<file path="src/rtl/mem_access_unit_if.sv">
// mem_access_unit_if: data-SRAM request/response bus between the memory access unit and the data SRAM.
//   master (unit):  drives data_req, data_wr, data_size, data_addr, data_wstrb, data_wdata;
//                   receives data_addr_ok, data_data_ok, data_rdata.
//   slave (SRAM):   the mirror image.
interface mem_access_unit_if;
    logic        data_req;
    logic        data_wr;
    logic [1:0]  data_size;
    logic [31:0] data_addr;
    logic [3:0]  data_wstrb;
    logic [31:0] data_wdata;
    logic        data_addr_ok;
    logic        data_data_ok;
    logic [31:0] data_rdata;
    modport master (
        output data_req, data_wr, data_size, data_addr, data_wstrb, data_wdata,
        input  data_addr_ok, data_data_ok, data_rdata
    );
    modport slave (
        input  data_req, data_wr, data_size, data_addr, data_wstrb, data_wdata,
        output data_addr_ok, data_data_ok, data_rdata
    );
endinterface

</file>
<file path="src/rtl/mem_access_unit.sv">
// mem_access_unit: MEM-stage load/store sequencer bridging the EX stage to a request/ack data SRAM.
//   clk, resetn (async, active-low)
//   EX side:  in_valid, mem_read, mem_write, mem_type[2:0], addr[31:0], wdata[31:0], flush
//   SRAM:     bus (mem_access_unit_if.master)
//   Pipeline: stall
//   WB side:  wb_valid, wb_memdata[31:0], wb_mem_type[2:0], wb_exception[3:0], wb_badvaddr[31:0]
//   Optional: define ADDR_ERR_EXC_EN to raise address-error exceptions on misaligned half/word accesses.
module mem_access_unit (
    input  logic              clk,
    input  logic              resetn,
    input  logic              in_valid,
    input  logic              mem_read,
    input  logic              mem_write,
    input  logic [2:0]        mem_type,
    input  logic [31:0]       addr,
    input  logic [31:0]       wdata,
    input  logic              flush,
    mem_access_unit_if.master bus,
    output logic              stall,
    output logic              wb_valid,
    output logic [31:0]       wb_memdata,
    output logic [2:0]        wb_mem_type,
    output logic [3:0]        wb_exception,
    output logic [31:0]       wb_badvaddr
);
    typedef enum logic [1:0] {IDLE, REQ, WAIT} state_t;
    state_t      state;
    logic        flushed;
    logic        is_mem;
    logic        misalign;
    logic        accept;
    logic        done;
    logic [3:0]  strb;
    logic [31:0] wdata_rep;
    logic [31:0] req_addr;
    assign is_mem = mem_read | mem_write;
`ifdef ADDR_ERR_EXC_EN
    assign misalign = (mem_type[1:0] == 2'd1 && addr[0]) || (mem_type[1:0] == 2'd2 && addr[1:0] != 2'd0);
    assign req_addr = addr;
`else
    assign misalign = 1'b0;
    assign req_addr = mem_type[1:0] == 2'd0 ? addr : {addr[31:2], 2'b00};
`endif
    // resetn gate keeps stall low while reset holds the FSM in IDLE
    assign accept = resetn && state == IDLE && in_valid && is_mem && !flush && !misalign;
    assign stall = accept || state != IDLE;
    assign strb = mem_type[1:0] == 2'd0 ? 4'b0001 << addr[1:0] :
                  mem_type[1:0] == 2'd1 ? (addr[1] ? 4'b1100 : 4'b0011) : 4'b1111;
    assign wdata_rep = mem_type[1:0] == 2'd0 ? {4{wdata[7:0]}} :
                       mem_type[1:0] == 2'd1 ? {2{wdata[15:0]}} : wdata;
    // data_ok only counts once the address has been taken (this cycle or earlier)
    assign done = (state == WAIT || (state == REQ && bus.data_addr_ok)) && bus.data_data_ok;
    always_ff @(posedge clk or negedge resetn) begin
        if (!resetn) begin
            state          <= IDLE;
            flushed        <= 1'b0;
            bus.data_req   <= 1'b0;
            bus.data_wr    <= 1'b0;
            bus.data_size  <= 2'd0;
            bus.data_addr  <= 32'h0;
            bus.data_wstrb <= 4'b0;
            bus.data_wdata <= 32'h0;
            wb_valid       <= 1'b0;
            wb_memdata     <= 32'h0;
            wb_mem_type    <= 3'd0;
            wb_exception   <= 4'd0;
            wb_badvaddr    <= 32'h0;
        end else begin
            wb_valid <= 1'b0;
            case (state)
                IDLE: begin
                    if (in_valid && !flush) begin
                        wb_mem_type  <= mem_type;
                        wb_exception <= 4'd0;
                        if (!is_mem) begin
                            wb_valid <= 1'b1;
                        end else if (misalign) begin
                            wb_valid     <= 1'b1;
                            wb_exception <= mem_read ? 4'd4 : 4'd5;
                            wb_badvaddr  <= addr;
                        end else begin
                            state          <= REQ;
                            bus.data_req   <= 1'b1;
                            bus.data_wr    <= mem_write;
                            bus.data_size  <= mem_type[1:0];
                            bus.data_addr  <= req_addr;
                            bus.data_wstrb <= mem_write ? strb : 4'b0;
                            bus.data_wdata <= wdata_rep;
                        end
                    end
                end
                REQ, WAIT: begin
                    if (state == REQ && bus.data_addr_ok) begin
                        bus.data_req <= 1'b0;
                        state        <= WAIT;
                    end
                    // a flush seen at any point of the transaction kills its writeback
                    if (done) begin
                        state      <= IDLE;
                        wb_valid   <= !(flushed || flush);
                        wb_memdata <= bus.data_rdata;
                        flushed    <= 1'b0;
                    end else begin
                        flushed <= flushed || flush;
                    end
                end
                default: state <= IDLE;
            endcase
        end
    end
endmodule

</file>
<file path="src/flat_wrapper.sv">
// flat-port wrapper written by rule: the top's interface ports become plain ports
module mem_access_unit_flat 
  (clk, resetn, in_valid, mem_read, mem_write, mem_type, addr, wdata, flush, stall, wb_valid, wb_memdata, wb_mem_type, wb_exception, wb_badvaddr, bus_data_req, bus_data_wr, bus_data_size, bus_data_addr, bus_data_wstrb, bus_data_wdata, bus_data_addr_ok, bus_data_data_ok, bus_data_rdata);
  mem_access_unit_if bus_i ();
  input  logic clk;
  input  logic resetn;
  input  logic in_valid;
  input  logic mem_read;
  input  logic mem_write;
  input  logic [2:0] mem_type;
  input  logic [31:0] addr;
  input  logic [31:0] wdata;
  input  logic flush;
  output logic stall;
  output logic wb_valid;
  output logic [31:0] wb_memdata;
  output logic [2:0] wb_mem_type;
  output logic [3:0] wb_exception;
  output logic [31:0] wb_badvaddr;
  output wire logic [$bits(bus_i.data_req)-1:0] bus_data_req;
  output wire logic [$bits(bus_i.data_wr)-1:0] bus_data_wr;
  output wire logic [$bits(bus_i.data_size)-1:0] bus_data_size;
  output wire logic [$bits(bus_i.data_addr)-1:0] bus_data_addr;
  output wire logic [$bits(bus_i.data_wstrb)-1:0] bus_data_wstrb;
  output wire logic [$bits(bus_i.data_wdata)-1:0] bus_data_wdata;
  input wire logic [$bits(bus_i.data_addr_ok)-1:0] bus_data_addr_ok;
  input wire logic [$bits(bus_i.data_data_ok)-1:0] bus_data_data_ok;
  input wire logic [$bits(bus_i.data_rdata)-1:0] bus_data_rdata;
  assign bus_data_req = bus_i.data_req;
  assign bus_data_wr = bus_i.data_wr;
  assign bus_data_size = bus_i.data_size;
  assign bus_data_addr = bus_i.data_addr;
  assign bus_data_wstrb = bus_i.data_wstrb;
  assign bus_data_wdata = bus_i.data_wdata;
  assign bus_i.data_addr_ok = bus_data_addr_ok;
  assign bus_i.data_data_ok = bus_data_data_ok;
  assign bus_i.data_rdata = bus_data_rdata;
  mem_access_unit u_core (.clk(clk), .resetn(resetn), .in_valid(in_valid), .mem_read(mem_read), .mem_write(mem_write), .mem_type(mem_type), .addr(addr), .wdata(wdata), .flush(flush), .bus(bus_i), .stall(stall), .wb_valid(wb_valid), .wb_memdata(wb_memdata), .wb_mem_type(wb_mem_type), .wb_exception(wb_exception), .wb_badvaddr(wb_badvaddr));
endmodule
</file>
<file path="config.mk">
export PLATFORM = sky130hd
export DESIGN_NAME = mem_access_unit_flat
export DESIGN_NICKNAME = d
export VERILOG_FILES = /design/src/rtl/mem_access_unit_if.sv /design/src/rtl/mem_access_unit.sv /design/src/flat_wrapper.sv
export SDC_FILE = /design/constraint.sdc
export NUM_CORES = 1
export LEC_CHECK = 0
export ABC_AREA = 1
export BUFFER_PORTS_ARGS = -buffer_cell sky130_fd_sc_hd__buf_4
export CAP_MARGIN = 20
export CORE_ASPECT_RATIO = 2
export CORE_UTILIZATION = 25
export CTS_CLUSTER_SIZE = 10
export DETAILED_ROUTE_END_ITERATION = 7
export SLEW_MARGIN = 20
export SYNTH_ARGS = -nofsm -noshare
export SYNTH_HDL_FRONTEND = slang
export SYNTH_SLANG_ARGS = --single-unit
</file>
<file path="constraint.sdc">
create_clock -name clk -period 2.69 [get_ports clk]
set_clock_uncertainty 0.1 [all_clocks]
set_input_delay 0.4035 -clock clk [delete_from_list [all_inputs] [get_ports clk]]
set_output_delay 0.4035 -clock clk [all_outputs]
set_load 0.01 [all_outputs]
</file>
======== Word level (Yosys, flattened, before mapping) ========
Cells that the tools add are included.
word-level totals
  flip-flop bits (word level) ............. 111
  input port bits ......................... 107
  output and inout port bits .............. 145
  logic and storage cells ................. 63
operators by class
  equality and inequality tests ........... 7
  shift-type cells ........................ 1
  multiplexer cells ....................... 21
  bitwise operators ....................... 1
  reductions and logical operators ........ 22
operator list
  operator             number
  $mux 32              2
  $mux 4               4
  $mux 2               5
  $logic_and 1x1->1    7
  $mux 1               7
  $reduce_and 3->1     2
  $eq 2x1->1 const B   2
  $logic_not 2->1      2
  $ne 2x1->1 const B   2
  $pmux 1 s2           2
  $pmux 2 s2           1
  $reduce_and 2->1     2
  $reduce_and 4->1     1
  $reduce_bool 2->1    2
  $shl 1x2->4 const A  1
  $logic_or 1x1->1     3
  $ne 3x1->1 const B   1
  $eq 2x2->1 const B   1
  $logic_not 1->1      2
  $ne 2x2->1 const B   1
  $reduce_or 2->1      1
  $or 1x1->1           1

======== Logic depth before layout (Yosys ltp) ========
  depth after elaboration ................. 6
  mapped depth ............................ 10
  gate-level depth less buffers ........... 9

======== Worst setup path after synthesis ========
OpenSTA, ideal clock, no wires.
  path kind ............................... register to register
  start point ............................. register u_core.state[0]
  end point ............................... register u_core.bus.data_wdata[29]
  setup time .............................. 0.117 ns
  arrival time ............................ 1.453 ns
  path slack .............................. 1.020 ns
  stages on the path, launching flop included .. 10
  path buffers ............................ 2
  clock period less this slack ............ 1.670 ns
  path through ............................ dfrtp_1 > inv_1 > ha_1 > nand3_2 > nor2_4 > inv_2 > buf_2 > buf_2 > nand2_1 > nand2_1
on the way
  longest elaborated chain between the ends .. 2
ends and longest elaborated chain
  item                        line                      source
  from (decl)                 mem_access_unit.sv:27     state_t state;
  from (signal assigned)      mem_access_unit.sv:55     state <= IDLE;
  from (signal assigned)      mem_access_unit.sv:82     state <= REQ;
  from (signal assigned)      mem_access_unit.sv:95     state <= WAIT;
  $logic_not 2->1             mem_access_unit.sv:70     case (state)
  $reduce_and 3->1 (no line)  -
  to (signal assigned)        mem_access_unit.sv:88     bus.data_wdata <= wdata_rep;
  to (decl)                   mem_access_unit_if.sv:16  output data_req, data_wr, data_size, data_addr, data_wstrb, data_wdata,
No other way between the ends.
A chain may end at the register's enable or synchronous reset.

======== Worst setup path after layout ========
  start point ............................. register u_core.state[0]
  end point ............................... register u_core.bus.data_wdata[16]
The elaborated chain is that of the path after synthesis.

==> out/qor.csv <==
stage,metric,value,unit
critical_path,required,2.88,ns
synth,synthTopCellsByCount,"nand2_1 (347), dfrtp_1 (111), buf_4 (36), nand3_1 (34)",
synth,synth-warning-count,0,
critical_path,ff2ff_setup_slack,0.52,ns
worst_hold_path,hold_path_class,in2async,
floorplanning,dieArea,20200,µm²
placement,dpl-instance-area,6650,µm²
cts,clockRootBuffer,clkbuf_16,
synth,async_flop_share,100,%
cts,h-tree-depth,3,
detailed_routing,routed_wl,15300,µm
synth,syn_area,4910,µm²
synth,yosys-top-cells-area,"dfrtp_1 (57%), nand2_1 (27%), buf_4 (5.5%), nand3_1 (3.5%), buf_2 (1.5%)",
placement,gp_congestion,0.783,
flow_run,maxCapViolCount,0,
status,status,"complete, no violations",
final_layout,area_growth_syn_to_layout,42.4,%
cts,ctsHoldBuffers,0,
critical_path,critPathArrivalTime,2.36,ns
timing,final-setup-viol-count,0,
placement,dp_hpwl,11200,µm
cts,cts_inserted_buffers,9,
synth,synth_area_per_cell,8.13,µm²
detailed_routing,drt_iter0_drc,254,
detailed_routing,num_vias,4411,
timing,fmax,461,MHz
synth,yosys.area.top_type_share,56.6,%
critical_path,worstSetupPathType,reg2reg,
global_route,antenna_found_initial,0,
critical_path,reg2reg_depth,8,
synth,synth_edf_count,0,
critical_path,rr_startpoint,u_core.state[0]$_DFFE_PN0P_,
final_layout,final_layout_size_suffix_gt1_share,29.9,%
placement,io_buffers,215,
detailed_routing,drcViolationCount,0,
cts,postCtsSetupBuffers,0,
synth,syn_inst,604,
floorplanning,ios,252,
timing,rsz0062_at_grt,false,
detailed_routing,vias_per_cell,4.11,
detailed_routing,wl_per_cell,14.2,µm
pwr,power_density,1070,nW/µm²
final_layout,stdcell_area,7000,µm²
critical_path,r2r-end,u_core.bus.data_wdata[16]$_DFFE_PN0P_,
global_route,grtUsageTotal,15.5,%
cts,post_cts_resized,0,
floorplanning,fp.coreArea,19300,µm²
cts,cts.sinks,111,
critical_path,crit_path_start_kind,flop,
floorplanning,initial_core_util,25.5,%
timing,post-route-period-util,80.7,%
synth,synth_cell_types,22,
final_layout,antenna_cells,0,
timing,tns,0,ns
timing,fin_crit,2.17,ns
pwr,p_leak,3.96,nW
pwr,p_total,0.00746,W
global_route,grt_pass1_vias,4234,
floorplanning,core.rowCount,72,
placement,dpl.cell_count,1057,
critical_path,crit_fanout,58,
final_layout,nets,921,
global_route,overflow,0,
cts,clk_latency,0.34,ns
timing,tightest_slew,0.786,ns
pwr,vdd_drop_max,0.383,mV
critical_path,startpoint,u_core.state[0]$_DFFE_PN0P_,
timing,slew_headroom,47.6,%
synth,seq_area_frac_synth,56.6,%
floorplanning,die_x,101,µm
synth,synth.most_common_cell,nand2_1,
synth,yosysTopAreaCell,dfrtp_1,
cts,clk_pin_slew,0.08,ns
synth,ys_ff_latch,111,
global_route,grt_max_degree,112,
synth,ys.flop_type,dfrtp_1,
critical_path,endpoint_kind,flop,
floorplanning,die_h,200,µm
final_layout,final_cells,1074,
detailed_routing,dr.pass1.iters,4,
timing,finalMaxSlewViolations,0,
cts,cts_tree,done,
detailed_routing,antenna_left,0,
cts,cts_buffer_depth,2,
global_route,grt_pass1_wl,23400,µm
timing,hold_violations,0,
[area by class of cell]
type | count | area [µm²]
repair buffers | 221 | 1680
fillers | 2083 | 12300
well taps | 259 | 324
flip-flops and latches | 111 | 2780
clock inverters | 5 | 80.1
multi-input cells | 449 | 1810
clock buffers | 11 | 253
inverters | 18 | 67.6
[kinds of logic (layout without fill, tap and decap cells)]
family                   Yosys count  count (layout)  share of synthesized area [%]
other                              1              36                         0.0764
adder cells (fa/ha/maj)            4               4                           1.02
AND/OR/NAND/NOR                  395             395                           31.5
flip-flops                       111             111                           56.6
AO/OA/AOI/OAI                     14              14                           1.63
buffers and inverters             79             255                           9.17
[layout by cell type (no fill, tap or decap), types with 2 or more instances in the layout]
master and n:
nor2_1 8, bufinv_16 2, buf_4 219, clkbuf_16 9, ha_1 4, o211ai_1 3
dfrtp_1 111, inv_2 2, or2_2 2, a21oi_1 3, clkbuf_8 2, conb_1 36
o21ai_0 7, nand2_1 347, nand3_1 34, inv_1 15, clkinvlp_4 2
[routing by layer]
metal	up-vias	part of all wire [%]	GRT usage [%]
li1	2175	-	-
met1	2047	38	16.9
met2	170	54	28.4
met3	19	4.4	2.41
met4	0	3.1	7.25
met5	-	0	0
[worst max path at each step]
stage | to | cells past startpoint
3_5_place_dp | u_core.wb_memdata[23]$_DFFE_PN0P_ | 9
3_3_place_gp | u_core.wb_memdata[6]$_DFFE_PN0P_ | 9
4_1_cts | u_core.wb_memdata[22]$_DFFE_PN0P_ | 9
6_report | u_core.bus.data_wdata[16]$_DFFE_PN0P_ | 8
2_1_floorplan | u_core.bus.data_wdata[29]$_DFFE_PN0P_ | 9
5_1_grt | u_core.bus.data_size[1]$_DFFE_PN0P_ | 8
[through the flow]
step           hold WS, ns  util, %  setup slack, ns
6_report            0.0603     36.3            0.520
5_1_grt              0.134     36.3            0.256
4_1_cts              0.125     36.2            0.433
3_5_place_dp         0.359     34.5            0.450
3_3_place_gp         0.356     34.5            0.499
2_1_floorplan      0.00791        -             1.02
[flip-flops by register name, indices dropped and copies added, names as in the netlist]
| name | count |
|---|---|
| u_core.state | 2 |
| u_core.wb_valid | 1 |
| u_core.wb_mem_type | 3 |
| u_core.wb_memdata | 32 |
| u_core.bus.data_size | 2 |
| u_core.bus.data_wr | 1 |
| u_core.bus.data_req | 1 |
| u_core.bus.data_wdata | 32 |
| u_core.bus.data_addr | 32 |
| u_core.bus.data_wstrb | 4 |
| u_core.flushed | 1 |
[where the power goes]
group,internal [W],switching (W)
combinational,0.00146,0.00162
sequential,0.00245,0.000443
clock,0.000867,0.000624
[worst max-delay path, stage by stage (launching register included)]
cell	delay [ns]
dfrtp_1	0.40
inv_1	0.08
ha_1	0.23
nand3_2	0.16
nor2_4	0.05
inv_2	0.26
buf_4	0.57
nand2_1	0.12
nand3_1	0.11
No activity file was read; power rests on OpenSTA's default activity.
